$ cat config.mk
export PLATFORM = sky130hd
export DESIGN_NAME = dec_scan_seq
export DESIGN_NICKNAME = d
export VERILOG_FILES = /design/src/rtl/dec_scan_pkg.sv /design/src/rtl/dec_onehot.sv /design/src/rtl/dec_scan_seq.sv
export SDC_FILE = /design/constraint.sdc
export NUM_CORES = 1
export LEC_CHECK = 0
export BUFFER_PORTS_ARGS = -buffer_cell sky130_fd_sc_hd__buf_2
export CAP_MARGIN = 0
export CORE_MARGIN = 1.5
export CORE_UTILIZATION = 40
export CTS_CLUSTER_DIAMETER = 100
export DETAILED_ROUTE_END_ITERATION = 10
export HOLD_SLACK_MARGIN = 0.12
export PLACE_DENSITY = 0.76
export SLEW_MARGIN = 10
export SYNTH_ARGS = -nofsm -noshare
export SYNTH_HDL_FRONTEND = slang
export SYNTH_SLANG_ARGS = --single-unit
$ cat constraint.sdc
create_clock -name clk -period 1.6 [get_ports clk]
set_input_delay 0.32 -clock clk [delete_from_list [all_inputs] [get_ports clk]]
set_output_delay 0.32 -clock clk [all_outputs]
set_load 0.01 [all_outputs]
$ cat src/rtl/dec_scan_pkg.sv
// Shared types and encodings for the dec_scan_seq scan sequencer.
package dec_scan_pkg;

    typedef enum logic {
        IDLE = 1'b0,
        RUN  = 1'b1
    } state_e;

    localparam logic MODE_FREE    = 1'b0;
    localparam logic MODE_ONESHOT = 1'b1;
    localparam logic DIR_UP       = 1'b0;
    localparam logic DIR_DN       = 1'b1;

endpackage

$ cat src/rtl/dec_onehot.sv
// Combinational IN_W-to-2**IN_W one-hot decoder with enable.
// DEC_SCAN_INV_OUT_EN selects an active-low output (inactive = all ones).
module dec_onehot #(
    parameter int IN_W = 3
) (
    input  logic [IN_W-1:0]      sel_i,
    input  logic                 en_i,
    output logic [(2**IN_W)-1:0] out_o
);

    logic [(2**IN_W)-1:0] onehot;

    always_comb begin
        onehot = '0;
        if (en_i) begin
            onehot[sel_i] = 1'b1;
        end
    end

`ifdef DEC_SCAN_INV_OUT_EN
    assign out_o = ~onehot;
`else
    assign out_o = onehot;
`endif

endmodule

$ cat src/rtl/dec_scan_seq.sv
// Auto-stepping one-hot scan sequencer: holds each index DWELL cycles, free-run or one-shot.
// Output polarity is selected by DEC_SCAN_INV_OUT_EN (see dec_onehot).
module dec_scan_seq
    import dec_scan_pkg::*;
#(
    parameter int IN_W  = 3,
    parameter int DWELL = 4
) (
    input  logic                 clk,
    input  logic                 rst_n,
    input  logic                 en,
    input  logic                 start,
    input  logic                 stop,
    input  logic                 mode,
    input  logic                 dir,
    input  logic                 load,
    input  logic [IN_W-1:0]      load_val,
    output logic [IN_W-1:0]      sel,
    output logic [(2**IN_W)-1:0] out,
    output logic                 busy,
    output logic                 done
);

    localparam int              DW_W    = $clog2(DWELL + 1);
    localparam logic [DW_W-1:0] DW_LAST = DW_W'(DWELL - 1);

    state_e          state_q, state_d;
    logic [IN_W-1:0] sel_q, sel_d;
    logic [DW_W-1:0] cnt_q, cnt_d;
    logic            done_q, done_d;
    logic [IN_W-1:0] term_idx;

    // One-shot ends on the last index in the current sweep direction.
    assign term_idx = (dir == DIR_DN) ? '0 : '1;

    always_ff @(posedge clk or negedge rst_n) begin
        if (!rst_n) begin
            state_q <= IDLE;
            sel_q   <= '0;
            cnt_q   <= '0;
            done_q  <= 1'b0;
        end else begin
            state_q <= state_d;
            sel_q   <= sel_d;
            cnt_q   <= cnt_d;
            done_q  <= done_d;
        end
    end

    always_comb begin
        state_d = state_q;
        sel_d   = sel_q;
        cnt_d   = cnt_q;
        done_d  = 1'b0;
        if (stop) begin
            state_d = IDLE;
            cnt_d   = '0;
        end else if (load) begin
            sel_d = load_val;
            cnt_d = '0;
        end else if (state_q == IDLE) begin
            if (start && en) begin
                state_d = RUN;
                cnt_d   = '0;
            end
        end else if (en) begin
            if (cnt_q == DW_LAST) begin
                cnt_d = '0;
                if ((mode == MODE_ONESHOT) && (sel_q == term_idx)) begin
                    state_d = IDLE;
                    done_d  = 1'b1;
                end else if (dir == DIR_DN) begin
                    sel_d = sel_q - IN_W'(1);
                end else begin
                    sel_d = sel_q + IN_W'(1);
                end
            end else begin
                cnt_d = cnt_q + DW_W'(1);
            end
        end
    end

    dec_onehot #(
        .IN_W (IN_W)
    ) u_dec (
        .sel_i (sel_q),
        .en_i  (en && (state_q == RUN)),
        .out_o (out)
    );

    assign sel  = sel_q;
    assign busy = (state_q == RUN);
    assign done = done_q;

endmodule

After elaboration in Yosys (flattened, before gate mapping)
Index checks and enable logic that the tools add are counted.
- bitwise logic cells: 1
- magnitude comparators: 2
- reductions and logical operators: 10
- shift operators: 0
- add/subtract/negate cells: 3
- divide/modulo/power cells: 0
- multiplexer cells: 29
- equality and inequality tests: 5
- multipliers: 0
- operators by type and width (cell ; count):
    3-bit 2-to-1 mux ; 13
    1-bit 2-to-1 mux ; 14
    8-bit 2-to-1 mux ; 1
    3-bit by 1-bit adder with 3-bit output, second input constant ; 2
    2-bit nonzero test ; 3
    5-bit AND reduction ; 1
    1-bit logical AND ; 4
    3-bit by 4-bit less-than comparator with 1-bit output, second input constant ; 1
    2-bit != test, second input constant ; 2
    4-bit != test, second input constant ; 1
    4-bit nonzero test ; 1
    1-bit demux with 3-bit select ; 1
    3-bit by 2-bit == test with 1-bit output, second input constant ; 1
    3-bit == test ; 1
    3-bit by 1-bit greater-or-equal comparator with 1-bit output, second input constant ; 1
    3-bit by 1-bit subtractor with 3-bit output, second input constant ; 1
    2-bit AND reduction ; 1
    1-bit inverter ; 1
- bits in read-only memories: 0
- logic and storage cells: 54
- memories: 0
- bits in latches: 0
- bits in writable memories: 0
- register bits: 8

Longest topological paths before layout
Gate-level depths: netlist (run 1).
- depth after elaboration: 9
- mapped depth: 7

Cells and area by module
A second synthesis (run 1) with hierarchy kept.
- cells, all modules: 61
- area total of the unflattened synthesis: 611.8 µm²
- by module, submodules not included (module ; seq. area each (µm²) ; cells an instance ; area an instance (µm²) ; instances):
    dec_scan_seq ; 200.2 ; 53 ; 515.5 ; 1
    dec_onehot ; 0.0 ; 8 ; 96.3 ; 1

Worst setup path before layout (run 1)
Ideal clock, no wire load.
- kind: reg-to-reg
- start: register sel_q[0], in the netlist sel[0]
- end: register sel_q[2], in the netlist sel[2]
- arrival time: 1668 ps
- path buffers: 1
- setup time: 125 ps
- required time: 1475 ps
- setup slack: -193 ps
- stages on the path, launching flop included: 8
- cells stage by stage: dfrtp_1 > buf_2 > inv_1 > fa_1 > xnor2_1 > xnor2_1 > o21ai_0 > mux2_4
- longest elaborated chain between the ends: 7
- elaborated cells between the ends (all ways): 12
- classes of those cells: 2 x add/sub; 2 x eq/ne; 6 x mux; 2 x reduce/logical
- RTL lines (what ; RTL line ; source):
    start, declared ; dec_scan_seq.sv:28 ; logic [IN_W-1:0] sel_q, sel_d;
    start signal, assigned ; dec_scan_seq.sv:44 ; sel_q <= sel_d;
    3-bit by 1-bit adder with 3-bit output / 3-bit by 1-bit subtractor with 3-bit output (equally long branches) ; dec_scan_seq.sv:75, dec_scan_seq.sv:73 ;
    3-bit 2-to-1 mux ; dec_scan_seq.sv:72 ; end else if (dir == DIR_DN) begin
    3-bit 2-to-1 mux ; dec_scan_seq.sv:69 ; if ((mode == MODE_ONESHOT) && (sel_q == term_idx)) begin
    3-bit 2-to-1 mux ; dec_scan_seq.sv:67 ; if (cnt_q == DW_LAST) begin
    3-bit 2-to-1 mux ; dec_scan_seq.sv:66 ; end else if (en) begin
    3-bit 2-to-1 mux ; dec_scan_seq.sv:61 ; end else if (state_q == IDLE) begin
    3-bit 2-to-1 mux ; dec_scan_seq.sv:58 ; end else if (load) begin
Parallel ways exist; a longest one is shown, timed or not. The select of a mux whose other input is x is not followed.
A chain may end at the register's enable or synchronous reset.

Worst setup path after layout (run 1)
- start: register sel_q[1], in the netlist sel[1]
- end: register sel_q[2], in the netlist sel[2]
Same word-level chain as after synthesis.

==> results.cfg, run 1 <==
[run_status]
status = finished, violations left
violations = negative setup slack

[synthesis]
ys_warn_count = 0
synth_fp_nets = 88
syn_area_per_cell_um2 = 8.606
syn_area_um2 = 636.9
synth.top_cells.by_area = dfrtp_1, a21oi_1, nand2_1, nor2_1, ha_1
ys_ff_latch = 8
synth_top_cell_area_share_pct = 31.43
yosys.cell_types.count = 31
syn_inst = 74
yosys-top-cells-count = dfrtp_1, nand2_1, nor2_1
synth_area_leader_cell = dfrtp_1
synth_ff_type = dfrtp_1
synth_edf_count = 0
ys_seq_area_share_pct = 31.43
ys_async_sr_fraction_pct = 100.0

[placement]
gp_congestion = 0.7649
place_inst = 119
hpwl_um = 1222
io_buffers = 23

[routing]
routed_via_density = 5.405
totalWireLength_um = 1654
vias = 681
firstDrtPassIters = 5
detail_route.drc_violations = 0
postRouteAntennaNets = 0
drt-initial-drc-count = 7
wl_per_cell_um = 13.13

[timing]
tightestPinTransition_ns = 0.2657
post-route-period-util_pct = 101.4
fin_crit_ns = 1.622
grt_setup_unrepaired = yes
clock_skew_ns = 0.004539
hold_viol_final = 0
relSlewSlack_pct = 82.25
drv_slew = 0
setup_viol_count_final = 1
worst_slack_ns = -0.02245
fmax_mhz = 616.4

[clock_tree]
clock_path_buffers = 2
cts.htree.levels = 1
cts_buffers = 3
clock_latency_ns = 0.25
cts_tree = built
clkTransAtPathRegs_ns = 0.06
clockRootBuffer = clkbuf_4
clock-sinks = 8

[hold_path]
min_from = stop
min_delay_path_depth = 2
hold_class = input pin to flop
hold_path_end = cnt_q[1]$_DFFE_PN0P_

[final_layout]
nets = 126
layout-drive-gt1-share_pct = 54.55
syn_to_final_growth_pct = 51.87
n_antenna_cell = 0
fin_cells = 126

[setup_path]
crit_type = flop to flop
rr_endpoint = sel[2]$_DFFE_PN0P_
critPathRequiredTime_ns = 1.74
critPathArrivalTime_ns = 1.76
rr_worst_depth = 6
end_kind = flop
path_max_fanout = 3
r2r_setup_slack_ns = -0.02
start_kind = flop
crit-reg2reg-launch = sel[1]$_DFFE_PN0P_

[die]
start_util_pct = 42.28
core_um2 = 1506
fp.dieArea_um2 = 1840
chipHeight_um = 42.90
io_pins = 24
rows = 14
die_x_um = 42.90

[pwr]
power.total_uw = 901.0
ir_drop_mv = 0.5543
power_density_nw_per_um2 = 931.6
p_leak_uw = 0.0004990

[global_routing]
grt_max_degree = 13
grt_pass1_vias = 621
overflow = 0
grt_antenna_before_repair = 0
grt_pass1_wl_um = 2559
grt.total_usage_pct = 18.98

[flow_run]
maxCapViolations = 0
==> final cells by class <==
type	count	area (um2)
Clock buffer	3	22.52
Sequential cell	8	201.4
Timing Repair Buffer	38	250.2
Inverter	4	15.01
Multi-Input combinational cell	57	457.9
Tap cell	16	20.02
Fill cell	127	539.3
==> cells by family after synthesis <==
logic type,synth area share [%]
mux,5.697
xor+xnor,2.751
buf+inv,7.071
flops,31.43
simple gates,29.47
compound gates,16.50
fa+ha+maj,7.072
==> per-layer routing <==
metal  wire (um)  GRT usage, %  part of all wire (%)
met1         721         22.22                    44
met2         837         30.91                    51
met3          48         2.553                   2.9
met4          46         14.37                   2.8
met5           0             0                     0
==> per-stage QoR <==
stage	setup slack [ns]	setup TNS (ns)	utilization [%]	instance area (um2)	hold slack [ns]
floorplan	-0.1004	-0.1004	-	653.1	0.02441
detailed placement	-0.07345	-0.07664	55.40	834.6	0.1726
CTS	-0.03195	-0.03195	58.14	875.8	0.3436
global placement	-0.01031	-0.01031	55.40	834.6	0.1707
finish	-0.02245	-0.02245	64.20	967.2	0.3437
global route	-0.09620	-0.2123	64.20	967.2	0.3672
==> worst max-delay path: stages, from the launching register on <==
cell     delay [ns]
dfrtp_1        0.40
inv_2          0.07
fa_2           0.40
xnor2_2        0.14
xnor2_1        0.15
o21ai_1        0.09
mux2_4         0.27
==> state kept, by name, indices dropped and copies added (netlist names) <==
register / cells
cnt_q: 3
sel: 3
busy: 1
done: 1
==> power breakdown <==
group | total, uW | switching, uW | leakage (uW) | internal [uW]
Sequential | 262 | 30.3 | 0.000103 | 231
Combinational | 484 | 238 | 0.000382 | 246
Clock | 155 | 69.4 | 0.0000138 | 85.9
Total | 901 | 338 | 0.000499 | 563
==> how the worst max path moves through the flow <==
stage / startpoint / end / slack (ns)
final: sel[1]$_DFFE_PN0P_ / sel[2]$_DFFE_PN0P_ / -0.02
after global routing: sel[1]$_DFFE_PN0P_ / sel[2]$_DFFE_PN0P_ / -0.1
after CTS: sel[1]$_DFFE_PN0P_ / sel[2]$_DFFE_PN0P_ / -0.03
after detailed placement: dir / sel[2]$_DFFE_PN0P_ / -0.07
after global placement: dir / sel[2]$_DFFE_PN0P_ / -0.01
after floorplan: sel[0]$_DFFE_PN0P_ / sel[2]$_DFFE_PN0P_ / -0.10
==> timing repair <==
item / CTS / global route
endpoints found under the hold margin: 8 / 0
resized for setup: 3 / 11
hold buffers: 1 / 0
pin swaps: 3 / 3
buffers inserted: 0 / 3
endpoints found under the setup margin: 3 / 9
==> layout by cell type, fill, tap and decap left out, types with 3 or more instances in the layout <==
| cell type | count |
|---|---|
| buf_2 | 23 |
| buf_4 | 11 |
| nor2_1 | 8 |
| nand2_1 | 7 |
| dfrtp_1 | 7 |
| a21oi_1 | 6 |
| nor3_1 | 3 |
| clkbuf_4 | 3 |
(Power assumes the default switching activity.)
==> run 2: changes to the inputs <==
--- a/config.mk
+++ b/config.mk
@@ -13,6 +13,7 @@
 export DETAILED_ROUTE_END_ITERATION = 10
 export HOLD_SLACK_MARGIN = 0.12
 export PLACE_DENSITY = 0.76
+export SETUP_SLACK_MARGIN = 0.15
 export SLEW_MARGIN = 10
 export SYNTH_ARGS = -nofsm -noshare
 export SYNTH_HDL_FRONTEND = slang
==> results.cfg, run 2 (synthesis gave the netlist of run 1 again) <==
[run_status]
status = finished, violations left
violations = negative setup slack

[placement]
placed_area_um2 = 844.6
gp_congestion = 0.7693
hpwl_um = 1280
io_buffers = 23

[clock_tree]
cts_buffers = 3
clockRootBuffer = clkbuf_4
clock_latency_ns = 0.27
cts.htree.levels = 1
clkTransAtPathRegs_ns = 0.06
clock-sinks = 8
cts_tree = built
clock_path_buffers = 2

[hold_path]
hold_class = input pin to flop

[die]
io_pins = 24
rows = 14
core_um2 = 1506
fp.dieArea_um2 = 1840
die_x_um = 42.90
start_util_pct = 42.28
chipHeight_um = 42.90

[timing]
post-route-period-util_pct = 102.1
worst_slack_ns = -0.03420
whs_ns = 0.3416
relSlewSlack_pct = 82.74
tightestPinTransition_ns = 0.2585
drv_slew = 0
clock_skew_ns = 0.01186
fin_tns_setup_ns = -0.06866
hold_viol_final = 0
fmax_mhz = 611.9
setup_viol_count_final = 3
grt_setup_unrepaired = yes
fin_crit_ns = 1.634

[final_layout]
syn_to_final_growth_pct = 55.40
stdcell_area_um2 = 989.7
final_cell_mix = buf_2, buf_4, nand2_1, dfrtp_1
final_common_cell = buf_2
nets = 127
n_antenna_cell = 0
layout-drive-gt1-share_pct = 61.26
post-route-util_pct = 65.70

[routing]
detail_route.drc_violations = 0
postRouteAntennaNets = 0
firstDrtPassIters = 4
wl_per_cell_um = 15.38
vias = 711
drt-initial-drc-count = 17
totalWireLength_um = 1953
routed_via_density = 5.598

[setup_path]
crit-reg2reg-launch = sel[0]$_DFFE_PN0P_
end_kind = flop
critPathRequiredTime_ns = 1.75
critical_path.endpoint = sel[2]$_DFFE_PN0P_
rr_endpoint = sel[2]$_DFFE_PN0P_
start_kind = flop
rr_worst_depth = 5
crit_type = flop to flop
cp-startpoint = sel[0]$_DFFE_PN0P_
critPathArrivalTime_ns = 1.78
path_max_fanout = 3
r2r_setup_slack_ns = -0.03

[pwr]
p_leak_uw = 0.0005016
ir_drop_mv = 0.5745
power_density_nw_per_um2 = 1003
power.total_uw = 992.6

[flow_run]
maxCapViolations = 0

[global_routing]
grt_max_degree = 13
grt_pass1_wl_um = 3098
grt_antenna_before_repair = 0
overflow = 0
grt_pass1_vias = 714
grt.total_usage_pct = 23.23
## run 2: how the worst min path moves through the flow
stage	slack, ns	cells past startpoint	to	from
4_1_cts	0.34	2	busy$_DFFE_PN0P_	stop
6_report	0.34	2	busy$_DFFE_PN0P_	stop
2_1_floorplan	0.02	0	busy$_DFFE_PN0P_	rst_n
3_5_place_dp	0.17	1	done$_DFF_PN0_	rst_n
5_1_grt	0.35	2	busy$_DFFE_PN0P_	stop
3_3_place_gp	0.17	1	cnt_q[0]$_DFFE_PN0P_	rst_n
## run 2: what timing repair did
action / CTS / global route
setup buffers: 3 / 0
endpoints found under the hold margin: 8 / 0
endpoints found under the setup margin: 13 / 14
gates resized for setup: 8 / 14
pin swaps: 8 / 2
hold buffers: 1 / 0
## run 2: critical path: stages (launching register included)
cell      delay [ns]
dfrtp_2         0.44
buf_4           0.15
or3b_4          0.40
a21oi_2         0.15
a211oi_2        0.06
mux2_4          0.31
## run 2: where the power goes
group	leakage [uW]	switching, uW	internal, uW	total (uW)
combinational	0.000385	281	283	564
clock	0.0000138	78.9	86.5	165
sequential	0.000102	31.2	232	263
total	0.000502	391	602	993
## run 2: metal layers
metal | global-route usage [%] | vias up | part of all wire, % | wire [um]
met2 | 40.91 | 20 | 53 | 1039
li1 | - | 334 | - | -
met5 | 0 | - | 0 | 0
met4 | 16.25 | 0 | 3.4 | 67
met1 | 24.93 | 351 | 40 | 785
met3 | 3.404 | 6 | 3.1 | 61
## run 2: cell type report
class | count | area [um2]
Clock buffer | 3 | 22.52
Fill cell | 124 | 516.7
Inverter | 4 | 17.52
Multi-Input combinational cell | 57 | 478.0
Sequential cell | 8 | 202.7
Tap cell | 16 | 20.02
Timing Repair Buffer | 39 | 249.0
## run 2: per-stage QoR
stage,std cells,setup WS (ns)
global route,127,-0.08995
global placement,120,-0.005780
finish,127,-0.03420
CTS,127,-0.03458
detailed placement,120,-0.06882
floorplan,74,-0.09652
